File: src/rtl/airi5c_pcpi_hub_if.sv
`default_nettype none
// +----------------------------------------------------------------------------+
// | airi5c_pcpi_hub_if                                                         |
// | PCPI bundle between the core, the hub and N_COP coprocessors.              |
// |   core_*  : core-side PCPI (valid/insn/rs1/rs2 in, wr/rd/wait/ready out,   |
// |             plus illegal/timeout pulses)                                   |
// |   cop_*   : coprocessor side; per-port valid/wr/wait/ready vectors,        |
// |             broadcast insn/rs1/rs2, packed per-port results                |
// |   slave   : hub view        master : core + coprocessor environment view   |
// | Rev 1.0 - initial release                                                  |
// +----------------------------------------------------------------------------+
interface airi5c_pcpi_hub_if #(
  parameter int N_COP   = 4,
  parameter int XPR_LEN = 32
);
  logic                     core_valid;
  logic [XPR_LEN-1:0]       core_insn;
  logic [XPR_LEN-1:0]       core_rs1;
  logic [XPR_LEN-1:0]       core_rs2;
  logic                     core_wr;
  logic [XPR_LEN-1:0]       core_rd;
  logic                     core_wait;
  logic                     core_ready;
  logic                     core_illegal;
  logic                     core_timeout;

  logic [N_COP-1:0]         cop_valid;
  logic [XPR_LEN-1:0]       cop_insn;
  logic [XPR_LEN-1:0]       cop_rs1;
  logic [XPR_LEN-1:0]       cop_rs2;
  logic [N_COP-1:0]         cop_wr;
  logic [N_COP-1:0]         cop_wait;
  logic [N_COP-1:0]         cop_ready;
  logic [N_COP*XPR_LEN-1:0] cop_rd;

  modport slave (
    input  core_valid, core_insn, core_rs1, core_rs2,
    input  cop_wr, cop_wait, cop_ready, cop_rd,
    output core_wr, core_rd, core_wait, core_ready, core_illegal, core_timeout,
    output cop_valid, cop_insn, cop_rs1, cop_rs2
  );

  modport master (
    output core_valid, core_insn, core_rs1, core_rs2,
    output cop_wr, cop_wait, cop_ready, cop_rd,
    input  core_wr, core_rd, core_wait, core_ready, core_illegal, core_timeout,
    input  cop_valid, cop_insn, cop_rs1, cop_rs2
  );
endinterface
`default_nettype wire

File: src/rtl/airi5c_pcpi_hub.sv
`default_nettype none
// +----------------------------------------------------------------------------+
// | airi5c_pcpi_hub                                                            |
// | Dispatches offloaded PCPI instructions from the core to N_COP              |
// | coprocessors, locks onto the lowest-index claimant and returns its result  |
// | through a registered one-cycle response. Flags illegal instructions (no    |
// | claim within CLAIM_TIMEOUT cycles) and hung owners (BUSY_TIMEOUT).         |
// | Ports:                                                                     |
// |   clk    : clock                                                           |
// |   nreset : asynchronous active-low reset                                   |
// |   bus    : airi5c_pcpi_hub_if.slave (core side + coprocessor side)         |
// | Rev 1.0 - initial release                                                  |
// +----------------------------------------------------------------------------+
module airi5c_pcpi_hub #(
  parameter int               N_COP         = 4,
  parameter int               XPR_LEN       = 32,
  parameter logic [N_COP-1:0] EN_MASK       = {N_COP{1'b1}},
  parameter int               CLAIM_TIMEOUT = 8,
  parameter int               BUSY_TIMEOUT  = 1024
) (
  input wire               clk,
  input wire               nreset,
  airi5c_pcpi_hub_if.slave bus
);

  localparam int OW = (N_COP > 1) ? $clog2(N_COP) : 1;
  localparam int CW = 16;
  localparam int BW = $clog2(BUSY_TIMEOUT + 2);
  localparam logic [CW-1:0] CLAIM_LIM = CW'(CLAIM_TIMEOUT);
  localparam logic [BW-1:0] BUSY_LIM  = BW'(BUSY_TIMEOUT);

  typedef enum logic [1:0] {
    S_IDLE  = 2'd0,
    S_BUSY  = 2'd1,
    S_RESP  = 2'd2,
    S_DRAIN = 2'd3
  } state_t;

  state_t             state_q;
  logic [OW-1:0]      owner_q;
  logic [CW-1:0]      claim_cnt_q;
  logic [BW-1:0]      busy_cnt_q;
  logic               ready_q;
  logic               wr_q;
  logic [XPR_LEN-1:0] rd_q;
  logic               illegal_q;
  logic               timeout_q;

  logic [N_COP-1:0]   w_cop_valid;
  logic [N_COP-1:0]   w_owner_onehot;
  logic [N_COP-1:0]   w_claim;
  logic [OW-1:0]      w_claim_idx;
  logic [OW-1:0]      w_sel;
  logic               w_sel_wr;
  logic               w_sel_ready;
  logic [XPR_LEN-1:0] w_sel_rd;

  // Kept apart from the result mux so the valid -> claim -> select path
  // does not look like a loop through a shared block.
  always_comb begin
    w_owner_onehot = '0;
    for (int i = 0; i < N_COP; i++) begin
      if (OW'(i) == owner_q) w_owner_onehot[i] = 1'b1;
    end
  end

  // Gated by nreset so the coprocessors see nothing while the hub is held
  // in reset, even if the core keeps core_valid high.
  always_comb begin
    w_cop_valid = '0;
    if (nreset) begin
      case (state_q)
        S_IDLE:  w_cop_valid = EN_MASK & {N_COP{bus.core_valid}};
        S_BUSY:  w_cop_valid = w_owner_onehot & {N_COP{bus.core_valid}};
        default: w_cop_valid = '0;
      endcase
    end
  end

  // A wait/ready only counts as a claim on a port that is currently offered
  // the instruction.
  assign w_claim = (bus.cop_wait | bus.cop_ready) & w_cop_valid;

  // Lowest index wins: scan downwards so the last hit is the smallest.
  always_comb begin
    w_claim_idx = '0;
    for (int i = N_COP - 1; i >= 0; i--) begin
      if (w_claim[i]) w_claim_idx = OW'(i);
    end
  end

  assign w_sel = (state_q == S_BUSY) ? owner_q : w_claim_idx;

  always_comb begin
    w_sel_wr    = 1'b0;
    w_sel_ready = 1'b0;
    w_sel_rd    = '0;
    for (int i = 0; i < N_COP; i++) begin
      if (OW'(i) == w_sel) begin
        w_sel_wr    = bus.cop_wr[i];
        w_sel_ready = bus.cop_ready[i];
        w_sel_rd    = bus.cop_rd[i*XPR_LEN +: XPR_LEN];
      end
    end
  end

  always_ff @(posedge clk or negedge nreset) begin
    if (!nreset) begin
      state_q     <= S_IDLE;
      owner_q     <= '0;
      claim_cnt_q <= '0;
      busy_cnt_q  <= '0;
      ready_q     <= 1'b0;
      wr_q        <= 1'b0;
      rd_q        <= '0;
      illegal_q   <= 1'b0;
      timeout_q   <= 1'b0;
    end else begin
      // Response registers are pulses: only the transition into RESP sets them.
      ready_q   <= 1'b0;
      wr_q      <= 1'b0;
      rd_q      <= '0;
      illegal_q <= 1'b0;
      timeout_q <= 1'b0;
      case (state_q)
        S_IDLE: begin
          if (|w_claim) begin
            owner_q     <= w_claim_idx;
            claim_cnt_q <= '0;
            busy_cnt_q  <= '0;
            if (w_sel_ready) begin
              ready_q <= 1'b1;
              wr_q    <= w_sel_wr;
              rd_q    <= w_sel_wr ? w_sel_rd : '0;
              state_q <= S_RESP;
            end else begin
              state_q <= S_BUSY;
            end
          end else if (bus.core_valid) begin
            claim_cnt_q <= claim_cnt_q + CW'(1);
            if (claim_cnt_q + CW'(1) == CLAIM_LIM) begin
              illegal_q <= 1'b1;
              state_q   <= S_RESP;
            end
          end else begin
            claim_cnt_q <= '0;
          end
        end
        S_BUSY: begin
          // Abort has priority over a same-cycle ready from the owner.
          if (!bus.core_valid) begin
            claim_cnt_q <= '0;
            busy_cnt_q  <= '0;
            state_q     <= S_IDLE;
          end else if (w_sel_ready) begin
            ready_q <= 1'b1;
            wr_q    <= w_sel_wr;
            rd_q    <= w_sel_wr ? w_sel_rd : '0;
            state_q <= S_RESP;
          end else begin
            busy_cnt_q <= busy_cnt_q + BW'(1);
            if ((BUSY_TIMEOUT != 0) && (busy_cnt_q + BW'(1) == BUSY_LIM)) begin
              timeout_q <= 1'b1;
              state_q   <= S_RESP;
            end
          end
        end
        S_RESP: begin
          state_q <= S_DRAIN;
        end
        default: begin
          // DRAIN: swallow the cycle in which the core drops core_valid.
          claim_cnt_q <= '0;
          busy_cnt_q  <= '0;
          state_q     <= S_IDLE;
        end
      endcase
    end
  end

  assign bus.cop_valid    = w_cop_valid;
  assign bus.cop_insn     = bus.core_insn;
  assign bus.cop_rs1      = bus.core_rs1;
  assign bus.cop_rs2      = bus.core_rs2;
  assign bus.core_wait    = (state_q == S_BUSY) || ((state_q == S_IDLE) && (|w_claim));
  assign bus.core_ready   = ready_q;
  assign bus.core_wr      = wr_q;
  assign bus.core_rd      = rd_q;
  assign bus.core_illegal = illegal_q;
  assign bus.core_timeout = timeout_q;

endmodule
`default_nettype wire

File: src/flat_wrapper.sv
// flat-port wrapper written by rule: the top's interface ports become plain ports
module airi5c_pcpi_hub_flat 
#(
  parameter int               N_COP         = 4,
  parameter int               XPR_LEN       = 32,
  parameter logic [N_COP-1:0] EN_MASK       = {N_COP{1'b1}},
  parameter int               CLAIM_TIMEOUT = 8,
  parameter int               BUSY_TIMEOUT  = 1024
)
  (clk, nreset, bus_core_valid, bus_core_insn, bus_core_rs1, bus_core_rs2, bus_cop_wr, bus_cop_wait, bus_cop_ready, bus_cop_rd, bus_core_wr, bus_core_rd, bus_core_wait, bus_core_ready, bus_core_illegal, bus_core_timeout, bus_cop_valid, bus_cop_insn, bus_cop_rs1, bus_cop_rs2);
  airi5c_pcpi_hub_if #(.N_COP(N_COP), .XPR_LEN(XPR_LEN)) bus_i ();
  input wire clk;
  input wire nreset;
  input wire logic [$bits(bus_i.core_valid)-1:0] bus_core_valid;
  input wire logic [$bits(bus_i.core_insn)-1:0] bus_core_insn;
  input wire logic [$bits(bus_i.core_rs1)-1:0] bus_core_rs1;
  input wire logic [$bits(bus_i.core_rs2)-1:0] bus_core_rs2;
  input wire logic [$bits(bus_i.cop_wr)-1:0] bus_cop_wr;
  input wire logic [$bits(bus_i.cop_wait)-1:0] bus_cop_wait;
  input wire logic [$bits(bus_i.cop_ready)-1:0] bus_cop_ready;
  input wire logic [$bits(bus_i.cop_rd)-1:0] bus_cop_rd;
  output wire logic [$bits(bus_i.core_wr)-1:0] bus_core_wr;
  output wire logic [$bits(bus_i.core_rd)-1:0] bus_core_rd;
  output wire logic [$bits(bus_i.core_wait)-1:0] bus_core_wait;
  output wire logic [$bits(bus_i.core_ready)-1:0] bus_core_ready;
  output wire logic [$bits(bus_i.core_illegal)-1:0] bus_core_illegal;
  output wire logic [$bits(bus_i.core_timeout)-1:0] bus_core_timeout;
  output wire logic [$bits(bus_i.cop_valid)-1:0] bus_cop_valid;
  output wire logic [$bits(bus_i.cop_insn)-1:0] bus_cop_insn;
  output wire logic [$bits(bus_i.cop_rs1)-1:0] bus_cop_rs1;
  output wire logic [$bits(bus_i.cop_rs2)-1:0] bus_cop_rs2;
  assign bus_i.core_valid = bus_core_valid;
  assign bus_i.core_insn = bus_core_insn;
  assign bus_i.core_rs1 = bus_core_rs1;
  assign bus_i.core_rs2 = bus_core_rs2;
  assign bus_i.cop_wr = bus_cop_wr;
  assign bus_i.cop_wait = bus_cop_wait;
  assign bus_i.cop_ready = bus_cop_ready;
  assign bus_i.cop_rd = bus_cop_rd;
  assign bus_core_wr = bus_i.core_wr;
  assign bus_core_rd = bus_i.core_rd;
  assign bus_core_wait = bus_i.core_wait;
  assign bus_core_ready = bus_i.core_ready;
  assign bus_core_illegal = bus_i.core_illegal;
  assign bus_core_timeout = bus_i.core_timeout;
  assign bus_cop_valid = bus_i.cop_valid;
  assign bus_cop_insn = bus_i.cop_insn;
  assign bus_cop_rs1 = bus_i.cop_rs1;
  assign bus_cop_rs2 = bus_i.cop_rs2;
  airi5c_pcpi_hub #(.N_COP(N_COP), .XPR_LEN(XPR_LEN), .EN_MASK(EN_MASK), .CLAIM_TIMEOUT(CLAIM_TIMEOUT), .BUSY_TIMEOUT(BUSY_TIMEOUT)) u_core (.clk(clk), .nreset(nreset), .bus(bus_i));
endmodule
File: config.mk
export PLATFORM = sky130hd
export DESIGN_NAME = airi5c_pcpi_hub_flat
export DESIGN_NICKNAME = d
export VERILOG_FILES = /design/src/rtl/airi5c_pcpi_hub_if.sv /design/src/rtl/airi5c_pcpi_hub.sv /design/src/flat_wrapper.sv
export SDC_FILE = /design/constraint.sdc
export NUM_CORES = 1
export LEC_CHECK = 0
export ABC_AREA = 1
export CORE_AREA = 10 10 140 142
export CTS_CLUSTER_DIAMETER = 60
export DETAILED_ROUTE_END_ITERATION = 6
export DIE_AREA = 0 0 150 152
export DONT_BUFFER_PORTS = 1
export SETUP_SLACK_MARGIN = 0.15
export SKIP_CTS_REPAIR_TIMING = 1
export SLEW_MARGIN = 10
export SYNTH_ARGS = -nofsm -noshare
export SYNTH_HDL_FRONTEND = slang
export SYNTH_SLANG_ARGS = --single-unit
File: constraint.sdc
create_clock -name clk -period 6.64 [get_ports clk]
set_input_delay 1.328 -clock clk [delete_from_list [all_inputs] [get_ports clk]]
set_output_delay 1.328 -clock clk [all_outputs]
set_load 0.005 [all_outputs]
==> results.sh <==
export IMPL_clk_latency_ps=340
export IMPL_ys_seq_elements=67
export IMPL_detail_route_drc_violations=0
export IMPL_outcome="finished, final reports clean"
export IMPL_syn2layout_area_growth_pct=-4.94
export IMPL_cts_sink_count=67
export IMPL_dpl_hpwl_mm=13.6
export IMPL_critical_path_slowest_cell="nand2_2"
export IMPL_crit_path_frequent_cell="nand3_1"
export IMPL_most_common_layout_cells="nand2_1, o21ai_0, inv_1, dfrtp_1, nand3_1"
export IMPL_globalRoute_totalOverflow=0
export IMPL_number_of_library_cell_types_mapped_by_synthesis=35
export IMPL_fp_dieH_um=152
export IMPL_placement_setup_worst_slack_ps=2140
export IMPL_cts_htree_levels=3
export IMPL_hold_violations=0
export IMPL_worst_slew_pin_slew_ps=996
export IMPL_critical_path_endpoint_type="flip-flop"
export IMPL_grt_first_pass_wirelength_mm=24.9
export IMPL_layout_drive_gt1_share=0.0796
export IMPL_unrepaired_setup_endpoints_after_global_routing="false"
export IMPL_setup_worst_path_start="bus_core_valid"
export IMPL_hp_class="flip-flop to flip-flop"
export IMPL_maxCapViolCount=0
export IMPL_core_area_mm2=0.0169
export IMPL_fp_dieArea_mm2=0.0228
export IMPL_finalMaxSlewViolations=0
export IMPL_critPathKind="primary input to flip-flop"
export IMPL_setup_ws_ps=2620
export IMPL_detailed_route_wire_length_per_cell_um=21.2
export IMPL_drt_initial_drc_count=276
export IMPL_initial_core_util=0.286
export IMPL_viasPerCell=4.80
export IMPL_worstPathArrival_ps=4220
export IMPL_cell_count_after_synthesis=668
export IMPL_static_leakage_power_nw=2.20
export IMPL_placement_io_buffers=0
export IMPL_routed_via_count=3793
export IMPL_finalSetupViolCount=0
export IMPL_layout_min_cycle_time_ps=4020
export IMPL_syn_avg_cell_area_um2=7.24
export IMPL_crit_end="u_core.bus.core_rd[27]"
export IMPL_reg2reg_to="u_core.bus.core_rd[27]"
export IMPL_cellPowerDensity_mw_per_mm2=406
export IMPL_number_of_antenna_violations_at_the_first_check_in_global_routing=0
export IMPL_worstSetupStartpointType="primary input"
export IMPL_global_route_usage_total=0.143
export IMPL_clock_tree_from_tritoncts="done"
export IMPL_path_clk_slew_ps=60
export IMPL_cts_made_buffers=9
export IMPL_reg2reg_depth=15
export IMPL_synth_nets=910
export IMPL_critical_path_cell_chain="nand3_1 > o21ai_1 > nand3_1 > nand2_1 > nand3_1 > nand2_2 > nand2_2 > or2_4 > nand2_4 > nor2_4 > nand2_4 > nor2_1"
export IMPL_drt_total_wl_mm=16.8
export IMPL_critical_path_max_stage_delay_ps=600
export IMPL_max_freq_mhz=249
export IMPL_ant_nets=0
export IMPL_placement_rows=48
export IMPL_worst_path_fanout_max=45
export IMPL_syn_area_mm2=0.00484
export IMPL_die_w_um=150
export IMPL_place_gp_congestion=0.888
export IMPL_synth_warning_count=0
export IMPL_drt_pass1_iterations=4
export IMPL_reg2reg_setup_slack_ps=3060
export IMPL_ys_dominant_reg_cell="dfrtp_1"
export IMPL_r2r_start="u_core.state_q[0]"
export IMPL_n_antenna_cell=0
export IMPL_synth_edff_count=0
export IMPL_num_io_pins=376
export IMPL_setup_tns_final_ps=0
export IMPL_nets=802
export IMPL_cts_path_max_buffers=2
export IMPL_grt_max_degree=74
export IMPL_layout_commonest_cell="nand2_1"
export IMPL_max_slew_margin_rel=0.334
export IMPL_part_of_the_cycle_the_worst_path_needs=0.606
export IMPL_grt_pass1_vias=3939
export IMPL_cp_required_ps=6840
export IMPL_max_vdd_ir_drop_v=0.000132
export IMPL_final_setup_skew_ps=7.90
export IMPL_cts_root_buffer_cell="clkbuf_16"
export IMPL_yosysSeqAreaShare=0.347
export IMPL_async_reset_ff_frac=1.00
==> Yosys cell counts, types with 3 or more instances <==
library cell	count	share of area
nand2_1	153	0.12
buf_4	96	0.15
o21ai_0	68	0.070
dfrtp_1	67	0.35
inv_1	67	0.052
nand3_1	47	0.049
nor2_1	43	0.033
xor2_1	16	0.029
nor2_2	15	0.019
clkbuf_1	12	0.0093
o211ai_1	11	0.017
o22ai_1	11	0.014
nand4_1	10	0.013
nor3_1	9	0.0093
buf_2	6	0.0062
buf_6	4	0.0093
a21oi_1	3	0.0031
ha_1	3	0.0078
nand2_4	3	0.0070
nor4_1	3	0.0039
o21ai_1	3	0.0031
or2_2	3	0.0039
==> critical path: cells and delay by family <==
family	cells	cell delay [ps]
AO/OA/AOI/OAI	1	230
AND/OR/NAND/NOR	11	2620
==> where the power goes <==
group / switching, W / total [W] / internal (W)
registers: 0.0000429 / 0.000503 / 0.000460
clock network: 0.000193 / 0.000524 / 0.000331
logic: 0.000614 / 0.000838 / 0.000224
==> flip-flops by register name (all words and copies together) (netlist names) <==
name and cells:
u_core.bus.core_ready 1, u_core.bus.core_illegal 1, u_core.state_q 2, u_core.bus.core_rd 32, u_core.claim_cnt_q 16, u_core.busy_cnt_q 11
u_core.bus.core_timeout 1, u_core.owner_q 2, u_core.bus.core_wr 1
==> cells by family (layout without fill, tap and decap cells) <==
logic type,after synthesis,after routing,synth area share
AOI/OAI and AO/OA,97,97,0.109
xor gates and xnor gates,17,17,0.0308
adders and majority gates,3,3,0.00776
buffers and inverters,188,85,0.228
DFF,67,67,0.347
muxes,1,1,0.00207
and+or+nand+nor,295,295,0.275
==> metrics by stage <==
stage | util | area [µm²] | total power [W] | std cells | hold slack, ps
floorplan | - | 4840 | 0.00120 | 668 | 442
global placement | 0.252 | 4270 | 0.00136 | 774 | 460
detailed placement | 0.252 | 4270 | 0.00136 | 774 | 467
CTS | 0.271 | 4600 | 0.00190 | 790 | 484
global route | 0.271 | 4600 | 0.00203 | 790 | 508
finish | 0.271 | 4600 | 0.00187 | 790 | 471
==> how the worst min path moves through the flow <==
stage / end / start / cells past startpoint
floorplan: u_core.busy_cnt_q[8] / u_core.busy_cnt_q[8] / 2
global placement: u_core.busy_cnt_q[8] / u_core.busy_cnt_q[8] / 2
detailed placement: u_core.busy_cnt_q[8] / u_core.busy_cnt_q[8] / 2
CTS: u_core.busy_cnt_q[8] / u_core.busy_cnt_q[8] / 2
global route: u_core.busy_cnt_q[8] / u_core.busy_cnt_q[8] / 2
finish: u_core.busy_cnt_q[8] / u_core.busy_cnt_q[8] / 2
==> routing by layer <==
metal,track usage,share of wire
met1,0.164,0.39
met2,0.236,0.50
met4,0.0324,0.012
met3,0.0644,0.096
met5,0.00680,0
==> area by class of cell <==
cell class	count	area (µm²)
well taps	225	282
multi-input cells	413	2060
fillers	1870	12300
clock inverters	7	98.8
clock buffers	9	225
inverters	69	259
flip-flops and latches	67	1680
(Power assumes the default switching activity.)
